$ cat src/rtl/huffman_merge_ctrl_if.sv
// Bundle between the count stage, the Huffman merge controller and the symbol-count sorter.
// Array index k carries the signal numbered k+1 (C[0] is C1, S[5] is S6).
interface huffman_merge_ctrl_if #(
  parameter int CW = 8,
  parameter int HW = 8
);
  logic          start;
  logic [2:0]    num_sym;
  logic [CW-1:0] C [6];
  logic          srt_valid;
  logic [2:0]    srt_num;
  logic [CW-1:0] O [6];
  logic [2:0]    S [6];
  logic          srt_done;
  logic [HW-1:0] HC [6];
  logic [HW-1:0] M [6];
  logic          code_valid;
  logic          busy;

  modport master (
    input  start, num_sym, C, S, srt_done,
    output srt_valid, srt_num, O, HC, M, code_valid, busy
  );

  modport slave (
    output start, num_sym, C, S, srt_done,
    input  srt_valid, srt_num, O, HC, M, code_valid, busy
  );
endinterface

$ cat src/rtl/huffman_merge_ctrl.sv
// Huffman code builder: one LOAD/WAIT/MERGE round per merge (n-1 rounds), sorter restarted each round.
// No backpressure; start is ignored while busy, srt_done is a level sampled from the second WAIT cycle.
module huffman_merge_ctrl #(
  parameter int CW = 8,
  parameter int HW = 8
) (
  input  logic                 clk,
  input  logic                 reset,
  huffman_merge_ctrl_if.master bus
);
  localparam logic [2:0] ST_IDLE  = 3'd0;
  localparam logic [2:0] ST_LOAD  = 3'd1;
  localparam logic [2:0] ST_WAIT  = 3'd2;
  localparam logic [2:0] ST_MERGE = 3'd3;
  localparam logic [2:0] ST_DONE  = 3'd4;
  localparam logic [CW-1:0] CNT_MAX = {CW{1'b1}};

  logic [2:0]    state_q, state_d;
  logic [2:0]    act_q, act_d;
  logic          armed_q, armed_d;
  logic          wait_first_q, wait_first_d;
  logic [CW-1:0] node_q [6];
  logic [CW-1:0] node_d [6];
  logic [2:0]    grp_q [6];
  logic [2:0]    grp_d [6];
  logic [3:0]    len_q [6];
  logic [3:0]    len_d [6];
  logic [HW-1:0] hc_q [6];
  logic [HW-1:0] hc_d [6];
  logic [HW-1:0] m_q [6];
  logic [HW-1:0] m_d [6];
  logic [2:0]    sel_q [6];
  logic [2:0]    sel_d [6];
  logic [CW-1:0] o_q [6];
  logic [CW-1:0] o_d [6];

  logic [2:0]    num_eff;
  logic [2:0]    last;
  logic [2:0]    idx_a;
  logic [2:0]    idx_b;
  logic [2:0]    lo;
  logic [2:0]    hi;
  logic [CW:0]   sum;

  always_comb begin
    state_d      = state_q;
    act_d        = act_q;
    armed_d      = 1'b1;
    wait_first_d = 1'b0;
    for (int i = 0; i < 6; i++) begin
      node_d[i] = node_q[i];
      grp_d[i]  = grp_q[i];
      len_d[i]  = len_q[i];
      hc_d[i]   = hc_q[i];
      m_d[i]    = m_q[i];
      sel_d[i]  = sel_q[i];
    end

    num_eff = (bus.num_sym == 3'd7) ? 3'd6 : bus.num_sym;
    last    = act_q - 3'd1;
    idx_a   = sel_q[last];
    idx_b   = sel_q[act_q - 3'd2];
    lo      = (idx_a < idx_b) ? idx_a : idx_b;
    hi      = (idx_a < idx_b) ? idx_b : idx_a;
    sum     = {1'b0, node_q[idx_a]} + {1'b0, node_q[idx_b]};

    case (state_q)
      ST_IDLE, ST_DONE: begin
        // armed_q blocks a start that coincides with the first edge after reset release
        if (bus.start && armed_q) begin
          for (int i = 0; i < 6; i++) begin
            node_d[i] = bus.C[i];
            grp_d[i]  = 3'(i);
            len_d[i]  = '0;
            hc_d[i]   = '0;
            m_d[i]    = '0;
          end
          act_d   = num_eff;
          state_d = (num_eff < 3'd2) ? ST_DONE : ST_LOAD;
        end
      end
      ST_LOAD: begin
        state_d      = ST_WAIT;
        wait_first_d = 1'b1;
      end
      ST_WAIT: begin
        if (!wait_first_q && bus.srt_done) begin
          for (int i = 0; i < 6; i++) sel_d[i] = bus.S[i];
          state_d = ST_MERGE;
        end
      end
      ST_MERGE: begin
        // a takes the 1 branch, b the 0 branch; the merged node lands in the lower slot
        for (int i = 0; i < 6; i++) begin
          if (grp_q[i] == idx_a) begin
            hc_d[i]  = hc_q[i] | (HW'(1) << len_q[i]);
            len_d[i] = len_q[i] + 4'd1;
            m_d[i]   = (HW'(1) << (len_q[i] + 4'd1)) - HW'(1);
            grp_d[i] = lo;
          end else if (grp_q[i] == idx_b) begin
            len_d[i] = len_q[i] + 4'd1;
            m_d[i]   = (HW'(1) << (len_q[i] + 4'd1)) - HW'(1);
            grp_d[i] = lo;
          end else if ((hi != last) && (grp_q[i] == last)) begin
            grp_d[i] = hi;
          end
        end
        node_d[lo] = sum[CW] ? CNT_MAX : sum[CW-1:0];
        if (hi != last) node_d[hi] = node_q[last];
        act_d   = last;
        state_d = (last == 3'd1) ? ST_DONE : ST_LOAD;
      end
      default: state_d = ST_IDLE;
    endcase

    for (int i = 0; i < 6; i++) o_d[i] = (3'(i) < act_d) ? node_d[i] : '0;
  end

  always_ff @(posedge clk or negedge reset) begin
    if (!reset) begin
      state_q      <= ST_IDLE;
      act_q        <= '0;
      armed_q      <= 1'b0;
      wait_first_q <= 1'b0;
      for (int i = 0; i < 6; i++) begin
        node_q[i] <= '0;
        grp_q[i]  <= '0;
        len_q[i]  <= '0;
        hc_q[i]   <= '0;
        m_q[i]    <= '0;
        sel_q[i]  <= '0;
        o_q[i]    <= '0;
      end
    end else begin
      state_q      <= state_d;
      act_q        <= act_d;
      armed_q      <= armed_d;
      wait_first_q <= wait_first_d;
      for (int i = 0; i < 6; i++) begin
        node_q[i] <= node_d[i];
        grp_q[i]  <= grp_d[i];
        len_q[i]  <= len_d[i];
        hc_q[i]   <= hc_d[i];
        m_q[i]    <= m_d[i];
        sel_q[i]  <= sel_d[i];
        o_q[i]    <= o_d[i];
      end
    end
  end

  assign bus.srt_valid  = (state_q == ST_LOAD);
  assign bus.srt_num    = act_q;
  assign bus.busy       = (state_q == ST_LOAD) || (state_q == ST_WAIT) || (state_q == ST_MERGE);
  assign bus.code_valid = (state_q == ST_DONE);

  always_comb begin
    for (int i = 0; i < 6; i++) begin
      bus.O[i]  = o_q[i];
      bus.HC[i] = hc_q[i];
      bus.M[i]  = m_q[i];
    end
  end
endmodule

$ cat src/flat_wrapper.sv
// flat-port wrapper written by rule: the top's interface ports become plain ports
module huffman_merge_ctrl_flat 
#(
  parameter int CW = 8,
  parameter int HW = 8
)
  (clk, reset, bus_start, bus_num_sym, bus_C, bus_S, bus_srt_done, bus_srt_valid, bus_srt_num, bus_O, bus_HC, bus_M, bus_code_valid, bus_busy);
  huffman_merge_ctrl_if #(.CW(CW), .HW(HW)) bus_i ();
  input  logic clk;
  input  logic reset;
  input wire logic [$bits(bus_i.start)-1:0] bus_start;
  input wire logic [$bits(bus_i.num_sym)-1:0] bus_num_sym;
  input wire logic [$bits(bus_i.C)-1:0] bus_C;
  input wire logic [$bits(bus_i.S)-1:0] bus_S;
  input wire logic [$bits(bus_i.srt_done)-1:0] bus_srt_done;
  output wire logic [$bits(bus_i.srt_valid)-1:0] bus_srt_valid;
  output wire logic [$bits(bus_i.srt_num)-1:0] bus_srt_num;
  output wire logic [$bits(bus_i.O)-1:0] bus_O;
  output wire logic [$bits(bus_i.HC)-1:0] bus_HC;
  output wire logic [$bits(bus_i.M)-1:0] bus_M;
  output wire logic [$bits(bus_i.code_valid)-1:0] bus_code_valid;
  output wire logic [$bits(bus_i.busy)-1:0] bus_busy;
  assign bus_i.start = bus_start;
  assign bus_i.num_sym = bus_num_sym;
  assign bus_i.C = {>>{bus_C}};
  assign bus_i.S = {>>{bus_S}};
  assign bus_i.srt_done = bus_srt_done;
  assign bus_srt_valid = bus_i.srt_valid;
  assign bus_srt_num = bus_i.srt_num;
  assign bus_O = {>>{bus_i.O}};
  assign bus_HC = {>>{bus_i.HC}};
  assign bus_M = {>>{bus_i.M}};
  assign bus_code_valid = bus_i.code_valid;
  assign bus_busy = bus_i.busy;
  huffman_merge_ctrl #(.CW(CW), .HW(HW)) u_core (.clk(clk), .reset(reset), .bus(bus_i));
endmodule
$ cat config.mk
export PLATFORM = sky130hd
export DESIGN_NAME = huffman_merge_ctrl_flat
export DESIGN_NICKNAME = d
export VERILOG_FILES = /design/src/rtl/huffman_merge_ctrl_if.sv /design/src/rtl/huffman_merge_ctrl.sv /design/src/flat_wrapper.sv
export SDC_FILE = /design/constraint.sdc
export NUM_CORES = 1
export LEC_CHECK = 0
export BUFFER_PORTS_ARGS = -buffer_cell sky130_fd_sc_hd__buf_4
export CAP_MARGIN = 40
export CORE_AREA = 10 10 200 202
export CTS_CLUSTER_DIAMETER = 50
export DETAILED_ROUTE_END_ITERATION = 10
export DIE_AREA = 0 0 210 212
export GPL_TIMING_DRIVEN = 1
export SLEW_MARGIN = 20
export SYNTH_ARGS = -nofsm -noshare
export SYNTH_HDL_FRONTEND = slang
export SYNTH_SLANG_ARGS = --single-unit
$ cat constraint.sdc
create_clock -name clk -period 6.7 [get_ports clk]
set_input_delay 0.335 -clock clk [delete_from_list [all_inputs] [get_ports clk]]
set_output_delay 0.335 -clock clk [all_outputs]
set_load 0.01 [all_outputs]
-- Word-level counts from Yosys, hierarchy flattened
Cells that the tools add are included.
- logic and storage cells: 279
- bits in read-only memories: 0
- bits in writable memories: 0
- register bits after elaboration: 260
- bits in latches: 0
- output and inout bits: 150
- memories kept: 0
- input port bits: 73
- divide/modulo/power cells: 0
- multiplexer cells: 97
- shifts and indexed selects: 12
- equal/unequal tests: 45
- multiply operators: 0
- magnitude comparators: 16
- add/subtract/negate cells: 15
- reduce and logical (&&, ||, !) cells: 36
- bitwise operators: 12
- operators with widths (operator ; count):
    $pmux 48 s2 ; 3
    $mux 8 ; 33
    $mux 48 ; 3
    $bwmux 48 ; 2
    $shl 1x4->8 const A ; 12
    $mux 3 ; 30
    $bmux 8 s3 ; 3
    $eq 3x3->1 ; 18
    $reduce_and 3->1 ; 18
    $demux 8 s3 ; 2
    $mux 4 ; 12
    $or 8x8->8 ; 6
    $pmux 24 s2 ; 1
    $sub 8x2->8 const B ; 6
    $pmux 18 s2 ; 1
    $add 4x1->4 const B ; 6
    $ge 4x4->1 const B ; 6
    $mux 24 ; 1
    $ne 4x1->1 const B ; 6
    $not 3->4 ; 6
    $bmux 3 s3 ; 2
    $mux 18 ; 1
    $ne 3x1->1 const B ; 6
    $ne 2x1->1 const B ; 8
    other kinds (23) ; 41

-- Longest topological paths before layout
- depth in word-level cells: 17
- mapped depth: 22
- mapped depth without buffers: 19

-- Worst setup path before layout
No wires, ideal clock.
- path kind: flip-flop to flip-flop
- start: register u_core.act_q[0] (netlist: u_core.bus.srt_num[0])
- end: register u_core.o_q (netlist bit u_core.bus.O[25])
- setup time: 0.119 ns
- stages on the path, launching flop included: 20
- clock period less this slack: 4.972 ns
- path buffers: 1
- data required time: 6.581 ns
- arrival time: 4.853 ns
- path slack: 1.728 ns
- cell sequence: dfrtp_1 > clkinv_1 > ha_1 > buf_6 > mux4_2 > and2_0 > nor2_1 > clkinv_1 > nand2_1 > o22ai_1 > ha_1 > fa_1 > a21o_1 > a21oi_1 > o21bai_1 > a21o_1 > a311oi_1 > and2_1 > o31ai_1 > and2_1
- RTL lines (what ; RTL line ; source):
    start: declaration ; huffman_merge_ctrl.sv:19 ; logic [2:0] act_q, act_d;
    start signal: assignment ; huffman_merge_ctrl.sv:136 ; act_q <= act_d;
    end signal: indexed assignment ; huffman_merge_ctrl.sv:146 ; o_q[i] <= o_d[i];
    end: declaration ; huffman_merge_ctrl.sv:34 ; logic [CW-1:0] o_q [6];

==> results.toml <==
[synthesis]
netlist_instances = 1691
synth_area_sq_mm = 0.0159
synth_async_sr_flop_share_pct = 100
avgSynthCellArea_sq_um = 9.42
yosysWarnings = 0
synth.ff_latch_count = 260
number_of_unique_standard_cell_types_used_by_synthesis = 89
synth_simple_gate_area_share_pct = 14.6
ys_seq_area_share_pct = 40.8
dominant_combinational_cell_family_by_area_after_synthesis = "compound AO/OA/AOI/OAI gates"
synth.mux.area_fraction_pct = 9.38
synth_fp_nets = 1827
synth_compound_area_share_pct = 22.5
synth_xor_area_share_pct = 3.73
synth-main-ff-cell = "dfrtp_1"
synth_fa_ha_area_share_pct = 4.99
synth_enable_flop_cells = 0

[placed_design]
hpwl_um = 39200
io_buffer_count = 222
gp_routability_congestion = 0.923
dpl_cell_area_sq_mm = 0.0180

[timing]
fmax_mhz = 172
final-max-slew-violation-count = 0
fin_worst_skew_ps = 16.8
max-slew-margin-rel_pct = 35.9
layout_min_cycle_time_ps = 5800
timing.setup.tns_ps = 0
timing_worst_slew_pin_value_ps = 962
report.final.setup_viol = 0
grt_setup_unrepaired = "no"
hold_viol = 0
min_period_over_period_pct = 86.6
timing.hold.ws_ps = 29.8

[detailed_routing]
drt_pre_antenna_iters = 9
drt_iter0_markers = 1149
route.final.wire_length_um = 55100
count_of_vias_placed_by_the_detailed_router = 14500
ant_nets_after_route = 0
route.detailed.vias_per_inst = 6.09
routedWlPerCell_um = 23.2
route.detailed.drc = 0

[worst_setup_path]
ff2ff_setup_slack_ps = 900
r2r-start = "u_core.bus.srt_num[1]"
worst-endpoint-required_ps = 7090
path_max_fanout = 14
crit_end = "u_core.bus.O[23]"
timing.critical_path.to_type = "flip-flop"
timing.setup.critical_path_class = "reg -> reg"
critical_path.startpoint = "u_core.bus.srt_num[1]"
timing.critical_path.from_type = "flip-flop"
worst_ep_arrival_time_ps = 6190
critical_path.cell_chain = "inv_1 -> ha_1 -> mux4_2 -> and2_0 -> nor2_1 -> clkinv_1 -> nand2_1 -> o22ai_1 -> ha_1 -> fa_1 -> a21o_1 -> a21oi_1 -> o21bai_1 -> a21o_1 -> nor4_1 -> o21ai_0 -> buf_2 -> o211ai_1 -> a31oi_1"
endpoint_of_the_most_critical_register_to_register_path = "u_core.bus.O[23]"
worst_r2r_path_depth = 19
critical-path-max-stage-delay_ps = 630
slowest_stage = "dfrtp_1"

[layout]
antennaDiodeCount = 0
layout-drive-gt1-share_pct = 21.8
layout_common_cells = "dfrtp_1, buf_4, nand2_1"
fillCellCount = 3364
area_delta_synth_final_pct = 20.9
layout_commonest_cell = "dfrtp_1"
layout.cell_area.non_filler_sq_mm = 0.0193
final_net_count = 2018

[global_routing]
grt_remaining_overflow = 0
antenna_found_initial = 0
pin_count_of_the_biggest_net_entering_global_routing = 148
globalRouteTotalUtil_pct = 24.0
grt_pass1_vias = 14500
first_pass_grt_wire_length_um = 85000

[clocking]
clkSinkCount = 260
clkLatencyLatePin_ps = 540
clk_transition_reported_paths_ps = 60
post_cts_resized = 0
clock_path_buffers = 3
cts_tree = "done"
ctsHtreeMaxLevel = 2
clock_tree.root_cell = "clkbuf_16"
cts_inserted_buffers = 37

[die]
floorplan.die.width_um = 210
number_of_rows_in_the_core_area = 70
design.die.area_sq_mm = 0.0445
ioPinCount = 223
initial_core_utilization_pct = 44.2
chipHeight_um = 212
floorplan.core_area_sq_mm = 0.0361

[outcome]
status = "finished, final reports clean"

[job]
maxCapViolations = 0

[min_path]
min-delay-path-class = "in -> reg"
[per-layer routing]
metal  routed length, um  vias to the layer above  track usage [%]
met5                   0                        -                0
met4                2220                        0             11.3
met3                3260                      113             4.24
met2               27400                      515             41.5
met1               22200                     7220             28.5
li1                    -                     6637                -
[layout make-up]
| class | count | area, sq um | share of cell area (%) |
|---|---|---|---|
| multi-input cells | 1281 | 8820 | 45.8 |
| flip-flops and latches | 260 | 6510 | 33.8 |
| repair buffers | 255 | 1960 | 10.2 |
| clock buffers | 49 | 1010 | 5.25 |
| well taps | 468 | 586 | 3.04 |
| clock inverters | 18 | 211 | 1.10 |
| inverters | 47 | 176 | 0.916 |
[state kept, by name, summed over array words and instances (netlist names)]
| signal | cells |
|---|---|
| u_core.bus.srt_num | 3 |
| u_core.bus.M | 48 |
| u_core.state_q | 3 |
| u_core.len_q | 24 |
| u_core.armed_q | 1 |
| u_core.grp_q | 18 |
| u_core.wait_first_q | 1 |
| u_core.node_q | 48 |
| u_core.bus.HC | 48 |
| u_core.sel_q | 18 |
| u_core.bus.O | 48 |
[worst max-delay path: cells and delay by family, from the launching register on]
family          cells  cell delay [ps]
compound gates      8             1410
simple gates        4             1250
fa+ha+maj           3             1080
buf+inv             3              710
flops               1              630
mux                 1              540
[through the flow]
| stage | util, % | setup WS (ps) | instances |
|---|---|---|---|
| after floorplan | - | 1730 | 1691 |
| after global placement | 49.7 | 812 | 2298 |
| after detailed placement | 49.8 | 979 | 2305 |
| after CTS | 53.2 | 975 | 2373 |
| after global routing | 53.4 | 574 | 2378 |
| final | 53.4 | 899 | 2378 |
[logic make-up (layout without fill, tap and decap cells)]
kind of cell / Yosys count / after routing
simple gates: 501 / 501
flops: 260 / 260
buf+inv: 150 / 369
other cells: 1 / 1
xor+xnor: 67 / 67
fa+ha+maj: 63 / 63
compound gates: 521 / 521
mux: 128 / 128
[cells in the mapped netlist (all sizes together) (27+ instances only)]
cell type  number  area (sq um)
nand3          64           320
o21ai         156           803
nor2          109           427
nand2         200           751
a21oi          74           374
inv            44           165
a222oi         31           310
mux2           50           563
dfrtp         260          6510
nor3           30           170
ha             62           776
xnor2          47           419
o22ai          50           313
and2           27           171
clkbuf         59           221
buf            44           233
a31oi          47           294
a22o           36           315
mux2i          66           661
[repair_timing]
item                      CTS  global route
hold buffers                1             0
hold endpoints to repair  113             0
setup buffers               0             0
[worst min path at each step]
| stage | start | endpoint | slack, ps | cells after the start |
|---|---|---|---|---|
| 2_1_floorplan | reset | u_core.armed_q | 40 | 0 |
| 3_3_place_gp | reset | u_core.bus.M[11] | 470 | 1 |
| 3_5_place_dp | reset | u_core.bus.M[11] | 470 | 1 |
| 4_1_cts | bus_S[17] | u_core.sel_q[17] | 5 | 2 |
| 5_1_grt | bus_S[17] | u_core.sel_q[17] | 20 | 2 |
| 6_report | bus_S[17] | u_core.sel_q[17] | 30 | 2 |
Power is left out: the tool's default activity adds up to more than one toggle a clock period on the data nets, which glitch-free logic cannot reach.
